**config.mk**
```make
export PLATFORM = sky130hd
export DESIGN_NAME = matrix_operand_tx_flat
export DESIGN_NICKNAME = d
export VERILOG_FILES = /design/src/rtl/matrix_operand_tx_if.sv /design/src/rtl/matrix_operand_tx.sv /design/src/flat_wrapper.sv
export SDC_FILE = /design/constraint.sdc
export NUM_CORES = 1
export LEC_CHECK = 0
export BUFFER_PORTS_ARGS = -buffer_cell sky130_fd_sc_hd__buf_2
export CAP_MARGIN = 30
export CORE_MARGIN = 2
export CORE_UTILIZATION = 25
export DETAILED_ROUTE_END_ITERATION = 8
export GPL_TIMING_DRIVEN = 0
export PLACE_DENSITY = 0.51
export SLEW_MARGIN = 20
export SYNTH_ARGS = -nofsm -noshare
export SYNTH_HDL_FRONTEND = slang
export SYNTH_SLANG_ARGS = --single-unit
```
**constraint.sdc**
```tcl
create_clock -name clk -period 3.2 [get_ports clk]
set_input_delay 0.64 -clock clk [delete_from_list [all_inputs] [get_ports clk]]
set_output_delay 0.64 -clock clk [all_outputs]
set_load 0.01 [all_outputs]
```
**src/rtl/matrix_operand_tx_if.sv**
```systemverilog
// Operand/result handshake bundle between matrix_operand_tx and its neighbours.
// master: the transmit block (drives elem_ready, bus_*, out_*, busy, timeout).
// slave:  the surrounding environment (element source, multiplier, product consumer).
interface matrix_operand_tx_if #(
  parameter int ELEM_W = 16
);
  localparam int BUS_W = 16 * ELEM_W;

  // operand element input
  logic              elem_valid;
  logic              elem_ready;
  logic [ELEM_W-1:0] elem_data;
  // packed operand word toward the multiplier
  logic              bus_valid;
  logic              bus_ready;
  logic [BUS_W-1:0]  bus_data;
  logic              bus_sel;
  // product word from the multiplier
  logic              res_valid;
  logic [BUS_W-1:0]  res_data;
  // product element stream
  logic              out_valid;
  logic              out_ready;
  logic [ELEM_W-1:0] out_data;
  logic              out_last;
  // status
  logic              busy;
  logic              timeout;

  modport master (
    input  elem_valid, elem_data, bus_ready, res_valid, res_data, out_ready,
    output elem_ready, bus_valid, bus_data, bus_sel,
           out_valid, out_data, out_last, busy, timeout
  );

  modport slave (
    output elem_valid, elem_data, bus_ready, res_valid, res_data, out_ready,
    input  elem_ready, bus_valid, bus_data, bus_sel,
           out_valid, out_data, out_last, busy, timeout
  );
endinterface

```
**src/rtl/matrix_operand_tx.sv**
```systemverilog
// Purpose: packs 16 A elements then 16 B elements into bus words (A strictly first),
//          then captures the product word and streams it out one element per handshake.
// Latency: bus word valid the cycle after the 16th element is accepted; first product
//          element valid the cycle after res_valid.
// Backpressure: bus_data/bus_sel held while bus_ready=0; out_data/out_last held while
//          out_ready=0; elem_ready low outside the fill phases.
// Ports: clk, rst_n (async active-low); io = matrix_operand_tx_if.master carrying the
//        element input, operand bus, product input, product stream, busy and timeout.
module matrix_operand_tx #(
  parameter int ELEM_W      = 16,
  parameter int RES_TIMEOUT = 1024
) (
  input  logic                clk,
  input  logic                rst_n,
  matrix_operand_tx_if.master io
);
  localparam int BUS_W   = 16 * ELEM_W;
  localparam int TIMER_W = $clog2(RES_TIMEOUT) + 1;
  localparam logic [TIMER_W-1:0] TIMER_LAST = TIMER_W'(RES_TIMEOUT - 1);

  typedef enum logic [2:0] {
    FILL_A   = 3'd0,
    SEND_A   = 3'd1,
    FILL_B   = 3'd2,
    SEND_B   = 3'd3,
    WAIT_RES = 3'd4,
    DRAIN    = 3'd5
  } stateT;

  stateT              state, stateNext;
  logic [3:0]         idx, idxNext;
  logic [TIMER_W-1:0] timer, timerNext;
  logic               timeoutQ, timeoutNext;
  logic               elemTake, resTake;
  logic [BUS_W-1:0]   opWord;
  logic [BUS_W-1:0]   resWord;

  always_ff @(posedge clk or negedge rst_n) begin
    if (!rst_n) begin
      state    <= FILL_A;
      idx      <= 4'd0;
      timer    <= '0;
      timeoutQ <= 1'b0;
    end else begin
      state    <= stateNext;
      idx      <= idxNext;
      timer    <= timerNext;
      timeoutQ <= timeoutNext;
    end
  end

  always_comb begin
    stateNext   = state;
    idxNext     = idx;
    timerNext   = timer;
    timeoutNext = 1'b0;
    elemTake    = 1'b0;
    resTake     = 1'b0;
    case (state)
      FILL_A, FILL_B: begin
        if (io.elem_valid) begin
          elemTake = 1'b1;
          if (idx == 4'd15) begin
            idxNext   = 4'd0;
            stateNext = (state == FILL_A) ? SEND_A : SEND_B;
          end else begin
            idxNext = idx + 4'd1;
          end
        end
      end
      SEND_A: begin
        if (io.bus_ready) stateNext = FILL_B;
      end
      SEND_B: begin
        if (io.bus_ready) begin
          stateNext = WAIT_RES;
          timerNext = '0;
        end
      end
      WAIT_RES: begin
        // A product arriving on the last allowed cycle still counts.
        if (io.res_valid) begin
          resTake   = 1'b1;
          stateNext = DRAIN;
          idxNext   = 4'd0;
        end else if (timer == TIMER_LAST) begin
          timeoutNext = 1'b1;
          stateNext   = FILL_A;
          idxNext     = 4'd0;
          timerNext   = '0;
        end else begin
          timerNext = timer + TIMER_W'(1);
        end
      end
      DRAIN: begin
        if (io.out_ready) begin
          if (idx == 4'd15) begin
            idxNext   = 4'd0;
            stateNext = FILL_A;
          end else begin
            idxNext = idx + 4'd1;
          end
        end
      end
      default: begin
        stateNext = FILL_A;
        idxNext   = 4'd0;
      end
    endcase
  end

  // Single operand buffer: B overwrites A's slots, which is safe only because
  // FILL_B is entered after the A word has left.
  always_ff @(posedge clk or negedge rst_n) begin
    if (!rst_n) begin
      opWord  <= '0;
      resWord <= '0;
    end else begin
      if (elemTake) opWord[idx*ELEM_W +: ELEM_W] <= io.elem_data;
      if (resTake)  resWord <= io.res_data;
    end
  end

  assign io.elem_ready = (state == FILL_A) || (state == FILL_B);
  assign io.bus_valid  = (state == SEND_A) || (state == SEND_B);
  assign io.bus_sel    = (state == SEND_B);
  assign io.bus_data   = opWord;
  assign io.out_valid  = (state == DRAIN);
  assign io.out_data   = (state == DRAIN) ? resWord[idx*ELEM_W +: ELEM_W] : '0;
  assign io.out_last   = (state == DRAIN) && (idx == 4'd15);
  assign io.busy       = !((state == FILL_A) && (idx == 4'd0));
  assign io.timeout    = timeoutQ;
endmodule
```
**src/flat_wrapper.sv**
```systemverilog
// flat-port wrapper written by rule: the top's interface ports become plain ports
module matrix_operand_tx_flat 
#(
  parameter int ELEM_W      = 16,
  parameter int RES_TIMEOUT = 1024
)
  (clk, rst_n, io_elem_valid, io_elem_data, io_bus_ready, io_res_valid, io_res_data, io_out_ready, io_elem_ready, io_bus_valid, io_bus_data, io_bus_sel, io_out_valid, io_out_data, io_out_last, io_busy, io_timeout);
  matrix_operand_tx_if #(.ELEM_W(ELEM_W)) io_i ();
  input  logic clk;
  input  logic rst_n;
  input wire logic [$bits(io_i.elem_valid)-1:0] io_elem_valid;
  input wire logic [$bits(io_i.elem_data)-1:0] io_elem_data;
  input wire logic [$bits(io_i.bus_ready)-1:0] io_bus_ready;
  input wire logic [$bits(io_i.res_valid)-1:0] io_res_valid;
  input wire logic [$bits(io_i.res_data)-1:0] io_res_data;
  input wire logic [$bits(io_i.out_ready)-1:0] io_out_ready;
  output wire logic [$bits(io_i.elem_ready)-1:0] io_elem_ready;
  output wire logic [$bits(io_i.bus_valid)-1:0] io_bus_valid;
  output wire logic [$bits(io_i.bus_data)-1:0] io_bus_data;
  output wire logic [$bits(io_i.bus_sel)-1:0] io_bus_sel;
  output wire logic [$bits(io_i.out_valid)-1:0] io_out_valid;
  output wire logic [$bits(io_i.out_data)-1:0] io_out_data;
  output wire logic [$bits(io_i.out_last)-1:0] io_out_last;
  output wire logic [$bits(io_i.busy)-1:0] io_busy;
  output wire logic [$bits(io_i.timeout)-1:0] io_timeout;
  assign io_i.elem_valid = io_elem_valid;
  assign io_i.elem_data = io_elem_data;
  assign io_i.bus_ready = io_bus_ready;
  assign io_i.res_valid = io_res_valid;
  assign io_i.res_data = io_res_data;
  assign io_i.out_ready = io_out_ready;
  assign io_elem_ready = io_i.elem_ready;
  assign io_bus_valid = io_i.bus_valid;
  assign io_bus_data = io_i.bus_data;
  assign io_bus_sel = io_i.bus_sel;
  assign io_out_valid = io_i.out_valid;
  assign io_out_data = io_i.out_data;
  assign io_out_last = io_i.out_last;
  assign io_busy = io_i.busy;
  assign io_timeout = io_i.timeout;
  matrix_operand_tx #(.ELEM_W(ELEM_W), .RES_TIMEOUT(RES_TIMEOUT)) u_core (.clk(clk), .rst_n(rst_n), .io(io_i));
endmodule
```
**Word level (Yosys, flattened, before mapping)**

Index checks and enable logic that the tools add are counted.

- Word-level logic and storage cells: 70
- Flip-flop bits (word level): 531

- Bitwise logic cells: 1
- Mux-type cells: 29
- Reductions and logical operators: 13
- Add/subtract/negate cells: 3
- Shift-type cells: 3
- Equal/unequal tests: 15

Operators by type and width:

| cell | count |
|---|---|
| bitwise mux 256 bit | 1 |
| variable shift 16 x 34 -> 256 bit, first input constant | 1 |
| indexed part select 16 x 34 -> 256 bit | 1 |
| indexed part select 256 x 9 -> 16 bit | 1 |
| negator 8 -> 34 bit | 1 |
| 2-to-1 mux 11 bit | 3 |
| 2-to-1 mux 3 bit | 8 |
| one-hot mux 11 bit (2 select lines) | 1 |
| 2-to-1 mux 4 bit | 5 |
| 2-to-1 mux 16 bit | 1 |
| one-hot mux 4 bit (4 select lines) | 1 |
| one-hot mux 3 bit (5 select lines) | 1 |
| adder 11 x 1 -> 11 bit, second input constant | 1 |
| == test 11 x 10 -> 1 bit, second input constant | 1 |
| != test 2 bit, second input constant | 5 |
| 2-to-1 mux 1 bit | 7 |
| AND reduction 7 bit | 1 |
| == test 3 x 2 -> 1 bit, second input constant | 2 |
| == test 3 bit, second input constant | 2 |
| adder 4 x 1 -> 4 bit, second input constant | 1 |
| == test 4 bit, second input constant | 1 |
| zero test 4 bit | 1 |
| != test 2 x 1 -> 1 bit, second input constant | 2 |
| AND reduction 4 bit | 1 |
| 11 further kinds | 14 |

**Depth between registers and ports, before layout**

Gate-level depths: netlist of run 1.

- Depth in word-level cells: 5
- Mapped depth: 13
- Gate-level depth less buffers: 6

**Worst setup path before layout of run 1**

No wires, ideal clock.

- Kind: reg2reg
- Start point: register u_core.idx[1]
- End point: register u_core.opWord[70], in the netlist u_core.io.bus_data[70]
- Period minus slack after synthesis: 3.306 ns
- Data required time: 3.075 ns
- Setup slack: -0.106 ns
- Setup time: 0.125 ns
- Cell stages (with the launch flop): 12
- Data arrival time: 3.181 ns
- Cells stage by stage: dfrtp_1 -> buf_2 -> buf_1 -> buf_1 -> inv_1 -> ha_1 -> buf_6 -> xnor2_1 -> nand3_1 -> nor3_4 -> buf_4 -> mux2_2

- Longest elaborated chain between the ends: 3
- Elaborated cells on any way between the ends: 4
- Classes of those cells: add/sub (1); shift (2); mux (1)

Ends and longest elaborated chain:

| what | line | source |
|---|---|---|
| start, declared | matrix_operand_tx.sv:31 | `logic [3:0] idx, idxNext;` |
| start signal, assigned | matrix_operand_tx.sv:46 | `idx <= idxNext;` |
| negator 8 -> 34 bit * | matrix_operand_tx.sv:119 | `if (elemTake) opWord[idx*ELEM_W +: ELEM_W] <= io.elem_data;` |
| indexed part select 16 x 34 -> 256 bit or variable shift 16 x 34 -> 256 bit (tied branches) | matrix_operand_tx.sv:119 |  |
| bitwise mux 256 bit * | matrix_operand_tx.sv:119 |  |
| end signal, assigned by index | matrix_operand_tx.sv:119 |  |
| end, declared | matrix_operand_tx.sv:35 | `logic [BUS_W-1:0] opWord;` |

Mark *: on every way between the ends. The rest lies on a longest branch, timed or not.
A chain may end at the register's enable or synchronous reset.

**Final worst setup path of run 1**

- Start point: register u_core.idx[0]
- End point: output io_out_data[2]

- Longest elaborated chain between the ends: 2

Ends and longest elaborated chain:

| what | line | source |
|---|---|---|
| indexed part select 256 x 9 -> 16 bit | matrix_operand_tx.sv:129 | `assign io.out_data = (state == DRAIN) ? resWord[idx*ELEM_W +: ELEM_W] : '0;` |
| 2-to-1 mux 16 bit | matrix_operand_tx.sv:129 |  |
| end, declared | flat_wrapper.sv:22 | `output wire logic [$bits(io_i.out_data)-1:0] io_out_data;` |

Every way passes these cells.

==> results_dict.tcl, run 1 <==
set metrics [dict create \
    synthAdderAreaFrac_pct 0.332 \
    syn_inst 1652 \
    crit_type "reg2out" \
    numPortBuffers 556 \
    slowest_delay_ns 0.53 \
    combPwrFrac_pct 35.7 \
    grt_pass1_vias 18100 \
    ioPinCount 557 \
    max_freq_mhz 301 \
    drv_cap 0 \
    hold_path_depth 2 \
    avgSynthCellArea_um2 13.7 \
    power.share.sequential_pct 37.7 \
    vias_per_cell 4.66 \
    timing.rr.start "u_core.idx[1]$_DFFE_PN0P_" \
    antenna_found_initial 29 \
    rrSetupSlack_ns 0.12 \
    stdcell_area_um2 29900 \
    syn_nets 1936 \
    worstPathRequired_ns 2.56 \
    cpMaxStageDelayCell "mux4_2" \
    vias 16400 \
    gp_congestion 0.828 \
    path_clk_slew_ns 0.07 \
    ys_ff_latch 531 \
    postRouteAntennaNets 0 \
    intPower_mw 17.9 \
    wl_per_cell_um 23.9 \
    r2r_cells 13 \
    cts.sinks 531 \
    worst_pin_slew_ns 0.770 \
    path_cells "clkbuf_16, buf_12, mux4_2, mux2i_2, o22ai_2, buf_2" \
    synth_top_family_by_area "multiplexers" \
    rsz0062_at_grt "true" \
    core_area_um2 89700 \
    clock_path_buffers 3 \
    cp_max_fo 10 \
    placed_cell_area_um2 27100 \
    ys_types 56 \
    setup_violations 14 \
    synth-seq-area-share_pct 58.8 \
    drt_first_pass_iters 6 \
    drc 0 \
    cts_buffers 60 \
    yosys_warnings 0 \
    grt_max_degree 92 \
    final_common_cell "buf_2" \
    maxSlewHeadroom_pct 48.4 \
    synth_top_flop_cell "dfrtp_1" \
    p_leak_nw 14.3 \
    grt_util_all_layers_pct 18.0 \
    reg2reg_to "u_core.io.bus_data[236]$_DFFE_PN0P_" \
    synthXorXnorAreaFrac_pct 0.426 \
    layout_worst_path_cycle_share_pct 104 \
    wl_um 84500 \
    drive_above_1_share_pct 52.0 \
    critPathLaunchType "register" \
    pwr_density_cell_nw_per_um2 907 \
    arrival_ns 2.68 \
    netlist_area_um2 22600 \
    max-vdd-ir-drop_mv 0.486 \
    place_hpwl_um 65100 \
    report.final.slew_viol_count 0 \
    fp.dieW_um 305 \
    min_from "io_res_data[245]" \
    muxShareOfSynthArea_pct 26.3 \
    first_iter_violations 924 \
    p_switching_mw 9.18 \
    cts-htree-levels 2 \
    violations "setup timing" \
    min_to "u_core.resWord[245]$_DFFE_PN0P_" \
    synth_compound_area_share_pct 5.31 \
    die_area_um2 92800 \
    fin_skew_ns 0.0239 \
    hold_ws_ns 0.217 \
    final_cell_mix "585 x buf_2, 530 x dfrtp_1, 358 x mux2_2, 181 x nand2_1, 153 x o21ai_0" \
    grt.overflow.total 0 \
    hold_viol_final 0 \
    hp-class "in2reg" \
    clock-root-buffer "clkbuf_16" \
    die_y_um 305 \
    nFillCells 9002 \
    power_mw 27.1 \
    synth_edf_count 0 \
    grt_first_pass_wirelength_um 124000 \
    finalCriticalPeriod_ns 3.32 \
    synthSimpleGateAreaFrac_pct 6.44 \
    crit_path_end_kind "output pin" \
    p_sw_share_pct 33.9 \
    syn2layout_area_growth_pct 32.2 \
    synthArstFlopShare_pct 100 \
    setup_ws_ns -0.118 \
    rows 110 \
    status "finished with violations" \
    final_nets 2579 \
    initial_core_util_pct 25.2 \
    clk_latency_ns 0.66 \
    power_frac_clock_pct 26.6 \
    cts_tree "yes" \
]
## critical path: cells and delay by family, from the launching register on
kind                   cells  cell delay (ns)
muxes                      2             0.83
buffers and inverters      3             0.59
DFF                        1             0.38
AOI/OAI and AO/OA          1             0.18
## stage by stage
stage	cells	setup slack, ns	setup TNS, ns	util [%]
CTS	3514	-0.194	-2.07	33.2
floorplan	1652	0.0187	0	-
global route	3524	-0.187	-2.45	33.3
global placement	3384	-9.21	-5240.35	29.9
finish	3528	-0.118	-0.839	33.3
detailed placement	3392	-1.65	-261.45	30.2
## cells in the mapped netlist (16+ instances only)
cell type | count | area [um2]
nand2_1 | 181 | 679
clkbuf_1 | 60 | 225
and2_1 | 33 | 206
and3_1 | 19 | 119
o21ai_0 | 153 | 766
nor2_1 | 26 | 97.6
o22ai_1 | 16 | 100
dfrtp_1 | 531 | 13300
mux2i_1 | 32 | 320
mux4_2 | 64 | 1440
mux2_2 | 358 | 4030
o31ai_1 | 19 | 143
buf_2 | 38 | 190
## logic make-up (layout without fill, tap and decap cells)
family          after synthesis  after routing
xor+xnor                     11             11
buf+inv                     118            811
mux                         464            464
compound gates              211            211
flops                       531            531
simple gates                311            311
other cells                   0              7
fa+ha+maj                     6              6
## routing by layer
layer  GRT usage [%]  share of wire [%]  routed length, um
met5               0               0.29                248
met4            6.75                3.4               2880
met3            5.81                7.4               6280
met2            30.8                 49              41500
met1            20.9                 40              33500
## area by class of cell
| type | instances | area, um2 | area share [%] |
|---|---|---|---|
| plain buffers | 105 | 701 | 2.35 |
| inverters | 8 | 30.0 | 0.101 |
| well taps | 1176 | 1470 | 4.93 |
| clock buffers | 90 | 1790 | 5.98 |
| repair buffers | 586 | 3180 | 10.6 |
| diodes | 7 | 17.5 | 0.0586 |
| clock inverters | 22 | 289 | 0.968 |
| multi-input cells | 1003 | 9110 | 30.5 |
| flip-flops and latches | 531 | 13300 | 44.5 |
## sequential cells by signal, summed over array words and instances (netlist names)
| signal | count |
|---|---|
| u_core.idx | 4 |
| u_core.resWord | 256 |
| u_core.io.timeout | 1 |
| u_core.io.bus_data | 256 |
| u_core.timer | 11 |
| u_core.state | 3 |
## worst max-delay path by stage
| stage | startpoint | depth (start not counted) | endpoint | slack (ns) |
|---|---|---|---|---|
| 2_1_floorplan | u_core.idx[1]$_DFFE_PN0P_ | 11 | u_core.io.bus_data[70]$_DFFE_PN0P_ | 0.02 |
| 3_3_place_gp | rst_n | 1 | u_core.io.bus_data[199]$_DFFE_PN0P_ | -9.21 |
| 3_5_place_dp | u_core.idx[2]$_DFFE_PN0P_ | 11 | u_core.io.bus_data[206]$_DFFE_PN0P_ | -1.65 |
| 4_1_cts | u_core.idx[0]$_DFFE_PN0P_ | 6 | io_out_data[6] | -0.19 |
| 5_1_grt | u_core.idx[0]$_DFFE_PN0P_ | 7 | io_out_data[11] | -0.19 |
| 6_report | u_core.idx[0]$_DFFE_PN0P_ | 6 | io_out_data[2] | -0.12 |
## power groups by stage
| stage | Clock [mW] | Sequential [mW] | Combinational [mW] |
|---|---|---|---|
| 2_1_floorplan | 0 | 10.2 | 5.03 |
| 3_5_place_dp | 0 | 10.3 | 8.80 |
| 3_3_place_gp | 0 | 10.2 | 8.59 |
| 4_1_cts | 7.41 | 10.2 | 9.75 |
| 5_1_grt | 7.69 | 10.5 | 10.4 |
| 6_report | 7.22 | 10.2 | 9.67 |
## repair_timing
| action | in CTS | in global routing |
|---|---|---|
| hold buffers | 1 | 0 |
| gates resized for setup | 129 | 7 |
| pin swaps | 8 | 1 |
| setup buffers | 12 | 7 |
| setup endpoints to repair | 274 | 72 |
| hold endpoints to repair | 51 | 0 |
| cloned | 0 | 1 |
Note: power is estimated with default switching activity, not from simulation.
==> run 2, diff against run 1 <==
--- a/config.mk
+++ b/config.mk
@@ -8,10 +8,10 @@
 export BUFFER_PORTS_ARGS = -buffer_cell sky130_fd_sc_hd__buf_2
 export CAP_MARGIN = 30
 export CORE_MARGIN = 2
-export CORE_UTILIZATION = 25
+export CORE_UTILIZATION = 45
 export DETAILED_ROUTE_END_ITERATION = 8
 export GPL_TIMING_DRIVEN = 0
-export PLACE_DENSITY = 0.51
+export PLACE_DENSITY = 0.78
 export SLEW_MARGIN = 20
 export SYNTH_ARGS = -nofsm -noshare
 export SYNTH_HDL_FRONTEND = slang
==> run 2 against run 1 <==
The flow still finishes with violations (setup timing). Register-to-register slack barely moved. Count of clock-buffer cells in the layout is 11 lower. Non-clock buffer count shrank 5. Fmax up 3.5%. Clock power down 13%. Worst setup slack better by 0.11 ns. Cell count fell by 15%. Total power decreased by 4.9%. Wire length is 12% lower. Largest power group unchanged. Highest routed layer unchanged.
==> results_dict.tcl, run 2 (same netlist as run 1, synthesis figures left out) <==
set metrics [dict create \
    nFillCells 3971 \
    worst_pin_slew_ns 0.835 \
    finalCriticalPeriod_ns 3.20 \
    maxSlewHeadroom_pct 44.2 \
    grt_first_pass_wirelength_um 111000 \
    cts-htree-levels 2 \
    antenna_found_initial 22 \
    final_cell_mix "583 x buf_2, 529 x dfrtp_1, 358 x mux2_2, 181 x nand2_1, 153 x o21ai_0" \
    crit_path_end_kind "output pin" \
    hold_viol_final 0 \
    die_area_um2 52000 \
    cpMaxStageDelayCell "mux4_2" \
    pwr_density_cell_nw_per_um2 895 \
    dp_cells 2885 \
    multi_input_comb_area_um2 9020 \
    crit_type "reg2out" \
    cts_tree "yes" \
    setup_ws_ns -0.00482 \
    path_cells "clkbuf_16, buf_12, mux4_2, mux2i_4, o22ai_2, buf_2" \
    rows 82 \
    fin_util_pct 57.8 \
    max_freq_mhz 312 \
    clock_path_buffers 3 \
    drt_first_pass_iters 5 \
    drive_above_1_share_pct 51.6 \
    p_leak_nw 14.1 \
    cp_num_buf_inv 3 \
    clock-root-buffer "clkbuf_16" \
    clk_latency_ns 0.60 \
    postRouteAntennaNets 0 \
    initial_core_util_pct 45.3 \
    report.final.slew_viol_count 0 \
    final_common_cell "buf_2" \
    die_y_um 228 \
    critPathTopFamily "multiplexers" \
    setup_violations 2 \
    first_iter_violations 1216 \
    fp.dieW_um 228 \
    worstPathRequired_ns 2.56 \
    hp-class "in2reg" \
    vias_per_cell 5.63 \
    grt_util_all_layers_pct 28.3 \
    drc 0 \
    slowest_delay_ns 0.56 \
    cts_buffers 54 \
    grt.overflow.total 0 \
    numPortBuffers 556 \
    fin_skew_ns 0.0235 \
    grt_max_degree 107 \
    vias 16900 \
    wl_per_cell_um 24.7 \
    dp_slack_ns -1.52 \
    gp_congestion 0.913 \
    arrival_ns 2.56 \
    syn2layout_area_growth_pct 27.5 \
    power_mw 25.8 \
    critPathLaunchType "register" \
    register_area_um2 13300 \
    instances_no_fill 3008 \
    tns_ns -0.00891 \
    grt_pass1_vias 17900 \
    layout_worst_path_cycle_share_pct 100 \
    max-vdd-ir-drop_mv 0.567 \
    ioPinCount 557 \
    place_hpwl_um 56000 \
    status "finished with violations" \
    drv_cap 0 \
    violations "setup timing" \
    cts.sinks 531 \
    path_clk_slew_ns 0.06 \
    cp_max_fo 10 \
    rsz0062_at_grt "true" \
    final_nets 2568 \
    core_area_um2 49900 \
    wl_um 74300 \
]
[run 2: per-layer routing]
layer	wire length, um	GRT usage (%)	share of wire, %	up-vias
li1	-	-	-	7217
met1	27500	33.3	37	8665
met2	37000	48.4	50	836
met3	6270	7.94	8.4	194
met4	3370	12.5	4.5	22
met5	124	0	0.17	-
[run 2: where the power goes]
part / switching, mW / internal [mW]
Combinational: 4.70 / 4.54
Sequential: 1.35 / 8.94
Clock: 2.63 / 3.62
[run 2: worst paths after layout]
path                                                    start                            endpoint  slack (ns)  depth (start not counted)
setup reg to reg                    u_core.idx[1]$_DFFE_PN0P_  u_core.io.bus_data[76]$_DFFE_PN0P_        0.11                         11
max in group asynchronous                               rst_n     u_core.resWord[247]$_DFFE_PN0P_        0.84                          5
setup / recovery                    u_core.idx[0]$_DFFE_PN0P_                      io_out_data[7]      -0.005                          6
min in group asynchronous                               rst_n  u_core.io.bus_data[71]$_DFFE_PN0P_        0.57                          2
hold reg to reg            u_core.io.bus_data[87]$_DFFE_PN0P_  u_core.io.bus_data[87]$_DFFE_PN0P_        0.48                          2
hold / removal                                io_res_data[15]      u_core.resWord[15]$_DFFE_PN0P_        0.27                          2
[run 2: what timing repair did]
item	4_1_cts	5_1_grt
resized for setup	100	20
hold buffers	1	0
pin swaps	8	3
setup endpoints to repair	273	129
cloned	2	2
endpoints found under the hold margin	47	0
setup buffers	12	3
[run 2: cell type report]
type	count	area share [%]
Timing Repair Buffer	581	10.9
Tap cell	672	2.92
Sequential cell	531	46.1
Clock buffer	79	5.58
Antenna cell	13	0.113
Clock inverter	16	0.499
Buffer	105	2.45
Inverter	8	0.104
Multi-Input combinational cell	1003	31.3
[run 2: worst reg2reg max path, stage by stage, from the launching register on]
cell and delay, ns:
dfrtp_1 0.39, buf_6 0.16, buf_8 0.18, buf_8 0.18, inv_1 0.10, ha_4 0.18
buf_6 0.14, xnor2_2 0.35, nand3_2 0.28, nor3_4 0.38, buf_4 0.27, mux2_2 0.36
[run 2: metrics by stage]
stage | cell area [um2] | hold slack, ns
3_3_place_gp | 26200 | 0.457
5_1_grt | 28800 | 0.244
6_report | 28800 | 0.274
4_1_cts | 28700 | 0.238
2_1_floorplan | 22600 | 0.344
3_5_place_dp | 26400 | 0.464
